**src/rtl/reg_file_sb.sv**
```systemverilog
// Parametrised register file with write-through bypass, a late write-back port
// and a per-register pending scoreboard for read-after-write hazard stalls.
module reg_file_sb #(
  parameter int WIDTH    = 16,
  parameter int ADDR_W   = 2,
  parameter int ZERO_REG = 1,
  parameter int BYPASS   = 1
) (
  input  logic              clock,
  input  logic              reset,
  input  logic [ADDR_W-1:0] rr1,
  input  logic [ADDR_W-1:0] rr2,
  output logic [WIDTH-1:0]  rd1,
  output logic [WIDTH-1:0]  rd2,
  output logic              busy1,
  output logic              busy2,
  input  logic              regwrite,
  input  logic [ADDR_W-1:0] wr,
  input  logic [WIDTH-1:0]  wd,
  input  logic              wb_valid,
  input  logic [ADDR_W-1:0] wb_addr,
  input  logic [WIDTH-1:0]  wb_data,
  input  logic              reserve,
  input  logic [ADDR_W-1:0] reserve_addr,
  output logic [ADDR_W:0]   pend_count
);

  localparam int NREGS = 2 ** ADDR_W;

  logic [WIDTH-1:0]  regs_r [NREGS];
  logic [NREGS-1:0]  pending_r;
  logic [NREGS-1:0]  pending_nxt_s;
  logic [ADDR_W:0]   pend_count_r;
  logic              we_s;
  logic              wbe_s;
  logic              rse_s;
  logic [WIDTH-1:0]  rd1_s;
  logic [WIDTH-1:0]  rd2_s;
  logic              busy1_s;
  logic              busy2_s;

  function automatic logic [ADDR_W:0] popcount(input logic [NREGS-1:0] v);
    logic [ADDR_W:0] c;
    c = '0;
    for (int i = 0; i < NREGS; i++) begin
      c = c + {{ADDR_W{1'b0}}, v[i]};
    end
    return c;
  endfunction

  function automatic logic is_zero_reg(input logic [ADDR_W-1:0] a);
    return (ZERO_REG != 0) && (a == {ADDR_W{1'b0}});
  endfunction

  // Effective enables: anything aimed at the hardwired zero register is dropped.
  always_comb begin
    we_s  = regwrite && !is_zero_reg(wr);
    wbe_s = wb_valid && !is_zero_reg(wb_addr);
    rse_s = reserve  && !is_zero_reg(reserve_addr);
  end

  // Pending next state: the reservation is applied after the clear so it wins.
  always_comb begin
    pending_nxt_s = pending_r;
    if (wbe_s) begin
      pending_nxt_s[wb_addr] = 1'b0;
    end else begin
      pending_nxt_s = pending_nxt_s;
    end
    if (rse_s) begin
      pending_nxt_s[reserve_addr] = 1'b1;
    end else begin
      pending_nxt_s = pending_nxt_s;
    end
  end

  // Register array; primary port beats the late port on an address collision.
  always_ff @(posedge clock) begin
    for (int i = 0; i < NREGS; i++) begin
      if (reset) begin
        regs_r[i] <= '0;
      end else if (we_s && (wr == ADDR_W'(i))) begin
        regs_r[i] <= wd;
      end else if (wbe_s && (wb_addr == ADDR_W'(i))) begin
        regs_r[i] <= wb_data;
      end else begin
        regs_r[i] <= regs_r[i];
      end
    end
  end

  // Scoreboard and its registered population count.
  always_ff @(posedge clock) begin
    if (reset) begin
      pending_r    <= '0;
      pend_count_r <= '0;
    end else begin
      pending_r    <= pending_nxt_s;
      pend_count_r <= popcount(pending_nxt_s);
    end
  end

  // Read port 1 priority mux: zero rule, primary bypass, late bypass, storage.
  always_comb begin
    if (is_zero_reg(rr1)) begin
      rd1_s   = '0;
    end else if ((BYPASS != 0) && regwrite && (wr == rr1)) begin
      rd1_s   = wd;
    end else if ((BYPASS != 0) && wb_valid && (wb_addr == rr1)) begin
      rd1_s   = wb_data;
    end else begin
      rd1_s   = regs_r[rr1];
    end
    if (is_zero_reg(rr1)) begin
      busy1_s = 1'b0;
    end else if ((BYPASS != 0) && wb_valid && (wb_addr == rr1)) begin
      busy1_s = 1'b0;
    end else begin
      busy1_s = pending_r[rr1];
    end
  end

  // Read port 2 priority mux, identical to port 1.
  always_comb begin
    if (is_zero_reg(rr2)) begin
      rd2_s   = '0;
    end else if ((BYPASS != 0) && regwrite && (wr == rr2)) begin
      rd2_s   = wd;
    end else if ((BYPASS != 0) && wb_valid && (wb_addr == rr2)) begin
      rd2_s   = wb_data;
    end else begin
      rd2_s   = regs_r[rr2];
    end
    if (is_zero_reg(rr2)) begin
      busy2_s = 1'b0;
    end else if ((BYPASS != 0) && wb_valid && (wb_addr == rr2)) begin
      busy2_s = 1'b0;
    end else begin
      busy2_s = pending_r[rr2];
    end
  end

  assign rd1        = rd1_s;
  assign rd2        = rd2_s;
  assign busy1      = busy1_s;
  assign busy2      = busy2_s;
  assign pend_count = pend_count_r;

endmodule
```
**config.mk**
```make
export PLATFORM = sky130hd
export DESIGN_NAME = reg_file_sb
export DESIGN_NICKNAME = d
export VERILOG_FILES = /design/src/rtl/reg_file_sb.sv
export SDC_FILE = /design/constraint.sdc
export NUM_CORES = 1
export LEC_CHECK = 0
export BUFFER_PORTS_ARGS = -buffer_cell sky130_fd_sc_hd__clkbuf_2
export CAP_MARGIN = 40
export CORE_MARGIN = 2
export CORE_UTILIZATION = 50
export CTS_BUF_LIST = sky130_fd_sc_hd__clkbuf_16
export CTS_CLUSTER_SIZE = 28
export DETAILED_ROUTE_END_ITERATION = 10
export PLACE_DENSITY_LB_ADDON = 0.25
export SYNTH_ARGS = -nofsm -noshare
export SYNTH_HDL_FRONTEND = slang
export SYNTH_SLANG_ARGS = --single-unit
```
**constraint.sdc**
```tcl
create_clock -name clock -period 1.82 [get_ports clock]
set_input_delay 0.091 -clock clock [delete_from_list [all_inputs] [get_ports clock]]
set_output_delay 0.091 -clock clock [all_outputs]
set_load 0.01 [all_outputs]
```
Yosys cells after proc, flatten, opt, wreduce, memory -nomap -nowiden
Memories as Yosys holds them, arrays and structs flattened.
Index checks and enable logic that the tools add are counted.
Storage, ports and cells
  memories: 1
  register bits after elaboration: 7
  input bits: 47
  memory bits (writable): 64
  output and inout port bits: 37
Memory list
  regs_r: depth 4, bits a word 16, read ports 2, clocked after Yosys merged registers in 0, write ports 4, line 30  | logic [WIDTH-1:0] regs_r [NREGS];
Cells by class
  order comparisons: 6
  reductions and logical operators: 29
  bitwise gates (word level): 15
  mux-type cells: 78
  add/subtract/negate cells: 3
  equal/unequal tests: 14
Operators by type and width (count)
  $mux 16: 18
  $mux 1: 54
  $logic_and 1x1->1: 17
  $lt 2x3->1 const B: 4
  $or 1x1->1: 12
  $logic_not 2->1: 5
  $eq 2x2->1: 4
  $eq 2x2->1 const B: 4
  $mux 4: 2
  $reduce_and 2->1: 4
  $and 4x4->4: 1
  $bmux 1 s2: 2
  $demux 1 s2: 2
  $eq 2x1->1 const B: 2
  $ge 2x1->1 const B: 2
  $ne 0x0->1: 4
  $not 4->4: 1
  $or 4x4->4: 1
  $add 2x1->3: 1
  $add 3x1->3: 1
  $logic_not 1->1: 3
  $add 1x1->2: 1

Depth between registers and ports, before layout
Gate-level depths: netlist (run 1).
  word-level depth: 12
  depth in mapped cells: 8
  mapped depth without buffers: 7

Least setup slack after synthesis (run 1)
No wires, ideal clock.
  kind: input port to flip-flop
  from: in wb_addr[1]
  to: reg pend_count_r[1] (netlist: pend_count[1])
  data arrival time: 1.799 ns
  setup slack: -0.107 ns
  stages: 8
  path buffers: 1
  library setup time: 0.128 ns
  path through: buf_4 > nand3b_1 > a2bb2oi_1 > inv_1 > fa_1 > ha_1 > ha_1 > nor2b_1
On the way
  word-level cells in the longest chain between the ends: 12
RTL lines
  start: declaration: line 21  | input logic [ADDR_W-1:0] wb_addr,
  $lt 2x3->1 (not written as such) or $ge 2x1->1 (tied branches): line 66  | pending_nxt_s[wb_addr] = 1'b0;
  $logic_and 1x1->1 (not written as such): line 66
  $mux 1 (not written as such): line 66
  $demux 1 s2: line 66
  $not 4->4 (no source line)
  $and 4x4->4 (no source line)
  $mux 4 (*): line 65  | if (wbe_s) begin
  $or 4x4->4 (no source line)
  $mux 4 (*): line 70  | if (rse_s) begin
  named net pending_nxt_s[1]: line 32  | logic [NREGS-1:0] pending_nxt_s;
  $add 1x1->2 (*): line 46  | c = c + {{ADDR_W{1'b0}}, v[i]};
  $add 2x1->3 (*): line 46
  $add 3x1->3 (*): line 46
  end signal: assignment: line 99  | pend_count_r <= popcount(pending_nxt_s);
  end: declaration: line 33  | logic [ADDR_W:0] pend_count_r;
The timed path passes the listed nets; every way through them passes the cells marked *.
A chain may end at the register's enable or synchronous reset.

Worst setup path in the final report (run 1)
  from: in wb_addr[0]
  to: out rd2[9]
On the way
  word-level cells in the longest chain between the ends: 5
RTL lines
  $eq 2x2->1: line 129  | end else if ((BYPASS != 0) && wb_valid && (wb_addr == rr2)) begin
  $logic_and 1x1->1: line 129
  $mux 16: line 129
  $mux 16: line 127  | end else if ((BYPASS != 0) && regwrite && (wr == rr2)) begin
  $mux 16: line 125  | if (is_zero_reg(rr2)) begin
  end: declaration: line 14  | output logic [WIDTH-1:0] rd2,
No other way between the ends.

==> impl_metrics.csv, run 1 <==
group,metric,value,unit
logic_synthesis,synthXorXnorAreaFrac,4.791,%
finish,fin_nets,582,
worst_setup_path,crit_required,1730,ps
floorplanning,die_w,106.5,µm
sta,fin_setup_tns,0,ps
clocking,cts_max_path_buffers,2,
logic_synthesis,yosys_warnings,0,
floorplanning,start_util,51.07,%
grt,grt_max_degree,27,
logic_synthesis,synthMuxAreaShare,14.54,%
power_and_ir_drop,comb_power_share,27.0,%
route,drtIter0Drc,689,
clocking,root_buffer,"clkbuf_16",
grt,grt_pass1_vias,4620,
sta,fin_skew,0.9531,ps
sta,period_needed,1793,ps
power_and_ir_drop,power_frac_seq,37.6,%
logic_synthesis,synth_ff_type,"edfxtp_1",
sta,max_freq,557.9,MHz
power_and_ir_drop,p_leak,2.309,nW
clocking,cts_max_level,3,
logic_synthesis,synth_area,5249,µm²
floorplanning,die_y,106.5,µm
logic_synthesis,synth_top_family_by_area,"compound AO/OA/AOI/OAI gates",
logic_synthesis,synth_most_common_cell,"edfxtp_1",
finish,syn_to_final_growth,21.45,%
route,viasPerCell,7.052,
floorplanning,dieArea,11330,µm²
power_and_ir_drop,power_frac_clock,35.4,%
worst_setup_path,critPathKind,"input pin to output pin",
worst_setup_path,crit_fanout,17,
placed_design,dp_slack,-62.87,ps
finish,drive_gt1_share,41.34,%
logic_synthesis,synth_cell_types,40,
logic_synthesis,syn_inst,427,
power_and_ir_drop,p_switching,1.577,mW
placed_design,portBuffers,83,
route,ant_nets,0,
logic_synthesis,yosys.area_share.simple,13.33,%
clocking,ctsHoldBuffers,0,
run_status,status,"complete, but fails checks",
sta,hold_viol,0,
finish,final_core_util,62.03,%
sta,slew_headroom,53.57,%
power_and_ir_drop,swShare,29.67,%
grt,grt_pass1_wl,25830,µm
grt,grt_util_all_layers,30.64,%
worst_hold_path,hp-class,"input pin to flop",
logic_synthesis,yosysTopAreaCell,"edfxtp_1",
logic_synthesis,synth-async-reset-ratio,0,%
placed_design,dpl-instance-area,6027,µm²
floorplanning,core.rowCount,37,
power_and_ir_drop,pwr_density_cell,834.0,nW/µm²
logic_synthesis,avgSynthCellArea,12.29,µm²
clocking,cts.sinks,71,
logic_synthesis,synth-edff-count,64,
sta,finalCritPeriodShare,98.49,%
route,num_vias,4746,
sta,timing.final.max_slew_violations,0,
placed_design,gp_routability_congestion,0.9134,
power_and_ir_drop,p_int,3.739,mW
logic_synthesis,synthAdderAreaFrac,0.8582,%
sta,finalSetupViolCount,0,
grt,globalRoute.totalOverflow,0,
route,wire_per_inst,25.36,µm
power_and_ir_drop,power,5.317,mW
logic_synthesis,netlist.area_leader.share,36.62,%
power_and_ir_drop,ir_drop,448.9,µV
finish,final_area,6375,µm²
flow_run,cap_violations,0,
logic_synthesis,synth_area_leaders,"edfxtp_1 (37%), mux4_2 (14%), a311oi_2 (5.7%), a22o_1 (5.3%), o31ai_1 (4.6%)",
floorplanning,core-area,10280,µm²
grt,grt_antenna_before_repair,0,
clocking,cts_made_buffers,9,
logic_synthesis,ys_ff_latch,71,
worst_setup_path,crit_arrival,1700,ps
clocking,clk_latency,330,ps
floorplanning,ios,84,
route,drc,1,
route,wl,17070,µm
clocking,clk_pin_slew_worst_paths,60,ps
finish,diodes,0,
sta,final.setup.worst_slack,27.48,ps
worst_setup_path,cp-end-kind,"output pin",
run_status,violations,"DRC",
logic_synthesis,synth_compound_area_share,20.33,%
worst_setup_path,worst_setup_path_start_kind,"input pin",
clocking,cts_tree,"yes",
route,dr.pass1.iters,11,
sta,worstMarginPinSlew,695.0,ps
placed_design,dp_hpwl,11590,µm
logic_synthesis,ys_seq_area_share,39.28,%
final timing paths:
check	startpoint	to	slack [ps]	depth (start not counted)
setup / recovery	wb_addr[0]	rd2[9]	30	6
hold / removal	wd[7]	regs_r[3][7]	120	2
setup reg to reg	pending_r[1]	pend_count[1]	70	6
hold reg to reg	pending_r[0]	pending_r[0]	480	1
layout by cell type (no fill, tap or decap), types with 2 or more instances in the layout:
| master | n |
|---|---|
| nand4_1 | 32 |
| nand2_1 | 22 |
| xor2_4 | 2 |
| nor2b_1 | 8 |
| buf_12 | 7 |
| a22o_1 | 32 |
| nand3_1 | 17 |
| nor4_1 | 32 |
| dfxtp_1 | 6 |
| conb_1 | 16 |
| xor2_2 | 6 |
| nor2_1 | 3 |
| buf_4 | 45 |
| inv_1 | 5 |
| edfxtp_1 | 64 |
| nand3b_1 | 2 |
| a31oi_1 | 3 |
| clkbuf_2 | 83 |
| a311oi_2 | 22 |
| and3b_1 | 3 |
| or3_1 | 3 |
| clkbuf_16 | 9 |
| mux4_2 | 32 |
| mux2_2 | 2 |
| mux2i_1 | 2 |
| a311oi_1 | 10 |
| xnor2_4 | 3 |
| o31ai_1 | 32 |
| bufinv_16 | 2 |
| a21oi_1 | 17 |
flip-flops by register name, indices dropped and copies added, names as in the netlist:
register and cells:
regs_r 64, pend_count 3, pending_r 4
cell type report:
cell class | instances | area, µm²
fill | 847 | 3902
multi-input combinational | 310 | 2908
sequential | 71 | 2063
timing repair buffer | 136 | 904.6
clock buffer | 9 | 225.2
tap | 136 | 170.2
clock inverter | 7 | 88.84
inverter | 4 | 15.01
what timing repair did:
item                                    in CTS  in global routing
setup buffers                                0                  1
gates resized for setup                      0                  3
endpoints found under the setup margin       0                 14
logic make-up (layout without fill, tap and decap cells):
kind of cell | Yosys count | in the layout
compound gates | 120 | 120
flops | 71 | 71
other cells | 1 | 16
fa+ha+maj | 3 | 3
buf+inv | 61 | 156
mux | 36 | 36
xor+xnor | 12 | 12
simple gates | 123 | 123
stage by stage:
step / cells / hold slack, ps
6_report: 673 / 119.8
5_1_grt: 673 / 130.0
4_1_cts: 672 / 107.6
3_5_place_dp: 656 / 449.5
3_3_place_gp: 655 / 449.9
2_1_floorplan: 442 / 292.8
layer usage:
metal  share of wire (%)  track usage [%]  wire length (µm)
met3                  12            5.028              2001
met4                 3.7            13.08               635
met1                  37            41.30              6271
met2                  48            49.31              8162
met5                   0                0                 0
power by group through the flow:
stage          registers [mW]  logic, mW  clock network [mW]
2_1_floorplan            2.00      0.873                   0
3_3_place_gp             2.02       1.36                   0
3_5_place_dp             2.03       1.39                   0
4_1_cts                  2.00       1.39                1.89
5_1_grt                  2.01       1.51                1.96
6_report                 2.00       1.43                1.88
critical path, cell delays in order:
cell	delay, ps
clkbuf_2	100
buf_4	200
xnor2_4	550
nand4_1	200
a311oi_2	360
clkbuf_2	190
No activity file was read; power rests on OpenSTA's default activity.
==> run 2, diff against run 1 <==
==> constraint.sdc (replaced) <==
create_clock -name clock -period 1.82 [get_ports clock]
set_input_delay 0.182 -clock clock [delete_from_list [all_inputs] [get_ports clock]]
set_output_delay 0.182 -clock clock [all_outputs]
set_load 0.01 [all_outputs]
==> run 2 against run 1 <==
Against the previous run:
- the flow finishes with violations (setup timing)
- fmax is 4.4% lower
- critical path depth is 2 lower
- critical path type is now flop to output pin
- core utilization is 3.6 points higher
- worst hold slack better by 4.9 ps
- clock skew is 0.71 ps higher
- largest cell class unchanged
- first-iteration DRC count is 19% lower
- highest routed layer unchanged
- critical endpoint is now rd1[5]
- power is 3.2% higher
- sequential power hardly changed
==> impl_metrics.csv, run 2 (synthesis results as in run 1) <==
group,metric,value,unit
finish,final_cell_mix,"clkbuf_2 (72), edfxtp_1 (64), buf_4 (49)",
worst_hold_path,hp-class,"input pin to flop",
finish,drive_gt1_share,46.08,%
clocking,cts.sinks,71,
sta,final.setup.worst_slack,-55.54,ps
grt,grt_pass1_vias,4703,
floorplanning,core.rowCount,37,
worst_setup_path,cp-end-kind,"output pin",
run_status,status,"complete, but fails checks",
finish,final_core_util,65.62,%
route,wl,17080,µm
floorplanning,dieArea,11330,µm²
finish,num-fill-cells,803,
sta,timing.final.max_slew_violations,0,
worst_setup_path,crit_required,1640,ps
finish,diodes,0,
floorplanning,die_w,106.5,µm
floorplanning,start_util,51.07,%
sta,fin_skew,1.659,ps
worst_setup_path,crit_arrival,1690,ps
sta,finalSetupViolCount,11,
finish,largest_register_ffs,64,
finish,syn_to_final_growth,28.49,%
worst_setup_path,crit_chain,"mux4_2, o31ai_2, a311oi_2, clkbuf_2",
finish,mostFrequentLayoutCell,"clkbuf_2",
route,dr.pass1.iters,5,
clocking,cts_max_path_buffers,2,
clocking,cts_max_level,3,
power_and_ir_drop,p_leak,2.431,nW
sta,hold_viol,0,
worst_setup_path,critPathTopFamily,"multiplexers",
route,ant_nets,0,
clocking,cts_made_buffers,9,
grt,grt_antenna_before_repair,0,
clocking,clk_pin_slew_worst_paths,60,ps
clocking,cts_tree,"yes",
clocking,ctsHoldBuffers,0,
route,num_vias,4788,
worst_setup_path,crit_buf_inv,1,
grt,grt_pass1_wl,25810,µm
clocking,clk_latency,340,ps
route,drtIter0Drc,555,
power_and_ir_drop,pwr_density_cell,813.3,nW/µm²
floorplanning,die_y,106.5,µm
grt,grt_util_all_layers,30.70,%
grt,globalRoute.totalOverflow,0,
sta,max_freq,533.2,MHz
placed_design,dp_hpwl,11640,µm
sta,rsz0062_at_grt,"true",
sta,period_needed,1876,ps
route,drc,0,
worst_setup_path,crit_fanout,2,
grt,grt_max_degree,29,
worst_setup_path,worst_setup_path_start_kind,"flop",
placed_design,gp_routability_congestion,0.9069,
placed_design,place_inst,665,
worst_setup_path,cp_slowest_cell,"mux4_2",
finish,stdcell_count,685,
worst_setup_path,worst_path_largest_cell_delay,530,ps
power_and_ir_drop,ir_drop,510.5,µV
finish,fin_nets,595,
floorplanning,core-area,10280,µm²
route,viasPerCell,6.990,
sta,worstMarginPinSlew,926.4,ps
flow_run,cap_violations,0,
sta,finalCritPeriodShare,103.1,%
placed_design,dp_slack,-53.08,ps
sta,slew_headroom,38.24,%
finish,largest-register,"regs_r",
run_status,violations,"setup timing",
floorplanning,ios,84,
clocking,root_buffer,"clkbuf_16",
worst_setup_path,critPathKind,"flop to output pin",
power_and_ir_drop,power,5.485,mW
route,wire_per_inst,24.94,µm
placed_design,portBuffers,83,
run 2: changes by cell type in the layout (fill, tap and decap cells not counted), moves of 4 or more:
cell	previous run	this run
buf_2	0	9
o31ai_2	0	13
clkbuf_2	83	72
buf_12	7	14
o31ai_1	32	16
buf_4	45	49
run 2: worst reg2reg max path: cells and delay by family, from the launching register on:
| family | cells | cell delay, ps |
|---|---|---|
| adders and majority gates | 3 | 920 |
| DFF | 1 | 330 |
| AOI/OAI and AO/OA | 1 | 240 |
| and+or+nand+nor | 1 | 120 |
run 2: worst paths after layout:
check,startpoint,slack [ps],cells after the start,endpoint
setup / recovery,regs_r[3][5],-60,4,rd1[5]
hold / removal,reset,120,2,pending_r[2]
setup reg to reg,pending_r[3],80,5,pend_count[1]
hold reg to reg,pending_r[0],500,1,pending_r[0]
run 2: metrics by stage:
stage / TNS [ps] / area [µm²] / hold slack, ps
2_1_floorplan: -9.617 / 5334 / 383.8
3_3_place_gp: -94.86 / 6141 / 473.8
3_5_place_dp: -234.4 / 6141 / 481.0
4_1_cts: -63.40 / 6613 / 124.0
5_1_grt: -890.7 / 6744 / 146.9
6_report: -197.1 / 6744 / 124.7
run 2: layout make-up:
type / instances / area, µm² / area share (%)
timing repair buffer: 149 / 1102 / 16.35
clock inverter: 6 / 86.33 / 1.280
clock buffer: 9 / 225.2 / 3.340
sequential: 71 / 2062 / 30.58
tap: 136 / 170.2 / 2.523
multi-input combinational: 310 / 3083 / 45.71
inverter: 4 / 15.01 / 0.2226
run 2: layer usage:
layer / vias to the layer above / global-route usage [%] / wire [µm]
met5: - / 0 / 0
met4: 0 / 15.58 / 768
met3: 86 / 7.296 / 1746
met2: 353 / 49.40 / 8328
met1: 2317 / 38.82 / 6238
li1: 2032 / - / -
run 2: power by group:
part,internal [mW],total [mW],switching [mW]
clock,1.19,1.87,0.680
sequential,1.93,2.00,0.0708
combinational,0.732,1.61,0.882
total,3.85,5.48,1.63
run 2: what timing repair did:
item | 4_1_cts | 5_1_grt
endpoints found under the hold margin | 0 | 0
setup buffers | 5 | 0
gates resized for setup | 13 | 29
setup endpoints to repair | 15 | 27
pin swaps | 10 | 21
==> run 3, diff against run 2 <==
--- a/config.mk
+++ b/config.mk
@@ -5,6 +5,7 @@
 export SDC_FILE = /design/constraint.sdc
 export NUM_CORES = 1
 export LEC_CHECK = 0
+export ABC_AREA = 1
 export BUFFER_PORTS_ARGS = -buffer_cell sky130_fd_sc_hd__clkbuf_2
 export CAP_MARGIN = 40
 export CORE_MARGIN = 2
==> run 3 against run 2 <==
Against the previous run:
- the flow now finishes without violations
- highest routed layer unchanged
- critical endpoint is now rd2[4]
- area after synthesis grew 11%
- setup slack better by 160 ps
- die area up 10%
- critical path depth grew 5
- fmax rose by 9.3%
- non-clock buffer count fell by 27
- register-to-register slack better by 30 ps
- clock power hardly changed
- routed wire length increased by 2.0%
- sequential power hardly changed
==> impl_metrics.csv, run 3 <==
group,metric,value,unit
sta,timing.final.max_slew_violations,0,
worst_setup_path,crit_chain,"inv_1, nand2_1, nand3_1, nand2_1, nand2_1, nand3_1, nand2_1, inv_1, clkbuf_2",
logic_synthesis,synth-async-reset-ratio,0,%
run_status,status,"finished, final reports clean",
worst_setup_path,worst_path_largest_cell_delay,450,ps
worst_setup_path,cp_slowest_cell,"edfxtp_1",
finish,mostFrequentLayoutCell,"nand2_1",
logic_synthesis,ys_seq_area_share,35.52,%
power_and_ir_drop,ir_drop,490.2,µV
route,drtIter0Drc,681,
logic_synthesis,synth_area_leaders,"edfxtp_1 (33%), nand2_1 (19%), nand3_1 (14%), inv_1 (10%), o22ai_1 (3.4%)",
clocking,cts_made_buffers,9,
flow_run,cap_violations,0,
worst_setup_path,critPathKind,"flop to output pin",
finish,syn_to_final_growth,16.85,%
sta,slew_headroom,50.80,%
sta,rsz0062_at_grt,"false",
power_and_ir_drop,p_leak,3.763,nW
finish,final_core_util,59.67,%
clocking,ctsHoldBuffers,0,
sta,period_needed,1716,ps
worst_hold_path,hp-class,"input pin to flop",
placed_design,dpl-instance-area,6475,µm²
logic_synthesis,synth-edff-count,64,
route,ant_nets,0,
finish,final_cell_mix,"nand2_1 (299), nand3_1 (162), inv_1 (161), clkbuf_2 (83), edfxtp_1 (64)",
logic_synthesis,yosys_warnings,0,
route,viasPerCell,5.276,
sta,worstMarginPinSlew,735.8,ps
sta,hold_viol,0,
route,dr.pass1.iters,5,
worst_setup_path,r2r_setup_slack,110,ps
worst_setup_path,endpoint,"rd2[4]",
clocking,cts_max_level,3,
sta,finalSetupViolCount,0,
logic_synthesis,synth_ff_type,"edfxtp_1",
worst_setup_path,reg2regPathDepth,7,
grt,globalRoute.totalOverflow,0,
finish,num-fill-cells,1085,
floorplanning,core.rowCount,39,
worst_setup_path,crit_required,1640,ps
sta,finalCritPeriodShare,94.26,%
logic_synthesis,syn_inst,877,
worst_setup_path,timing.rr.end,"pend_count[1]",
logic_synthesis,synth_common_cells,"nand2_1 (299), nand3_1 (162), inv_1 (161)",
floorplanning,ios,84,
finish,fin_nets,1025,
floorplanning,start_util,51.06,%
sta,max_freq,582.9,MHz
grt,grt_util_all_layers,27.84,%
route,num_vias,5925,
worst_setup_path,worst_setup_path_start_kind,"flop",
clocking,cts_tree,"yes",
clocking,clk_pin_slew_worst_paths,60,ps
grt,grt_max_degree,26,
worst_setup_path,cp-end-kind,"output pin",
logic_synthesis,avgSynthCellArea,6.620,µm²
route,wire_per_inst,15.51,µm
floorplanning,die_y,111.8,µm
placed_design,gp_routability_congestion,0.9802,
finish,diodes,0,
power_and_ir_drop,pwr_density_cell,770.7,nW/µm²
route,drc,0,
placed_design,dp_hpwl,13610,µm
finish,multiInputGateArea,2815,µm²
route,wl,17420,µm
finish,final_area,6784,µm²
floorplanning,dieArea,12490,µm²
sta,fin_skew,1.904,ps
worst_setup_path,cp-startpoint,"regs_r[2][4]",
clocking,cts.sinks,71,
finish,seq_area,2062,µm²
logic_synthesis,synth_most_common_cell,"nand2_1",
logic_synthesis,ys_ff_latch,71,
finish,largest-register,"regs_r",
worst_setup_path,crit_fanout,2,
logic_synthesis,synth_area,5806,µm²
grt,grt_antenna_before_repair,0,
clocking,root_buffer,"clkbuf_16",
worst_setup_path,crit_arrival,1530,ps
floorplanning,core-area,11370,µm²
finish,drive_gt1_share,17.55,%
grt,grt_pass1_wl,27430,µm
clocking,cts_max_path_buffers,2,
worst_setup_path,rr_startpoint,"pending_r[3]",
grt,grt_pass1_vias,5158,
worst_setup_path,cp_common_cell,"nand2_1",
clocking,clk_latency,340,ps
floorplanning,die_w,111.8,µm
placed_design,portBuffers,83,
sta,holdWs,153.4,ps
finish,largest_register_ffs,64,
sta,fin_setup_tns,0,ps
logic_synthesis,yosysTopAreaCell,"edfxtp_1",
logic_synthesis,synth_cell_types,36,
logic_synthesis,netlist.area_leader.share,33.10,%
[run 3: cell types whose count changed after synthesis, moves of 32 or more]
cell / before / now
nand2_1: 22 / 299
inv_1: 4 / 161
nand3_1: 17 / 162
a22o_1: 32 / 0
mux4_2: 32 / 0
nor4_1: 32 / 0
[run 3: stage by stage]
| step | power, mW | setup slack [ps] | instances |
|---|---|---|---|
| 6_report | 5.229 | 104.4 | 1123 |
| 5_1_grt | 5.462 | 13.49 | 1123 |
| 4_1_cts | 5.205 | 109.4 | 1123 |
| 3_5_place_dp | 3.368 | -81.56 | 1107 |
| 3_3_place_gp | 3.356 | -80.14 | 1107 |
| 2_1_floorplan | 2.897 | 11.34 | 892 |
[run 3: worst min-delay path by stage]
stage	start	endpoint	slack (ps)	cells past startpoint
4_1_cts	reserve	pending_r[3]	150	3
2_1_floorplan	reserve_addr[1]	pending_r[3]	360	2
3_3_place_gp	pending_r[0]	pending_r[0]	450	2
5_1_grt	reserve	pending_r[3]	170	3
6_report	reserve	pending_r[3]	150	3
3_5_place_dp	pending_r[0]	pending_r[0]	460	2
[run 3: power breakdown]
part           internal [mW]  switching, mW  leakage [nW]  total [mW]
clock network           1.08          0.785         0.148        1.87
logic                  0.473          0.914          2.92        1.39
registers               1.92         0.0515         0.690        1.98
[run 3: cells by family after synthesis]
kind of cell / count (synthesis) / share of synthesized area (%)
AO/OA/AOI/OAI: 63 / 6.681
other: 1 / 0.06459
flip-flops: 71 / 35.52
buffers and inverters: 230 / 17.31
adder cells (fa/ha/maj): 3 / 0.7758
XOR/XNOR: 1 / 0.2802
AND/OR/NAND/NOR: 508 / 39.37
[run 3: layout make-up]
cell class | instances | share of cell area (%)
Timing Repair Buffer | 122 | 10.99
Multi-Input combinational cell | 591 | 41.50
Inverter | 180 | 9.978
Sequential cell | 71 | 30.39
Tap cell | 143 | 2.637
Clock buffer | 9 | 3.320
Clock inverter | 7 | 1.180
[run 3: routing by layer]
metal | up-vias | share of wire (%) | track usage [%]
met3 | 19 | 11 | 5.226
met5 | - | 0 | 0
met2 | 310 | 42 | 40.00
met4 | 0 | 1.4 | 7.160
met1 | 2626 | 46 | 43.07
li1 | 2970 | - | -
[run 3: critical path: cells and delay by family, from the launching register on]
| family | cells | cell delay [ps] |
|---|---|---|
| AND/OR/NAND/NOR | 6 | 480 |
| flip-flops | 1 | 450 |
| buffers and inverters | 3 | 260 |
[run 3: repair_timing]
action / in CTS / in global routing
buffers inserted: 0 / 0
resized for setup: 0 / 1
setup endpoints to repair: 0 / 1
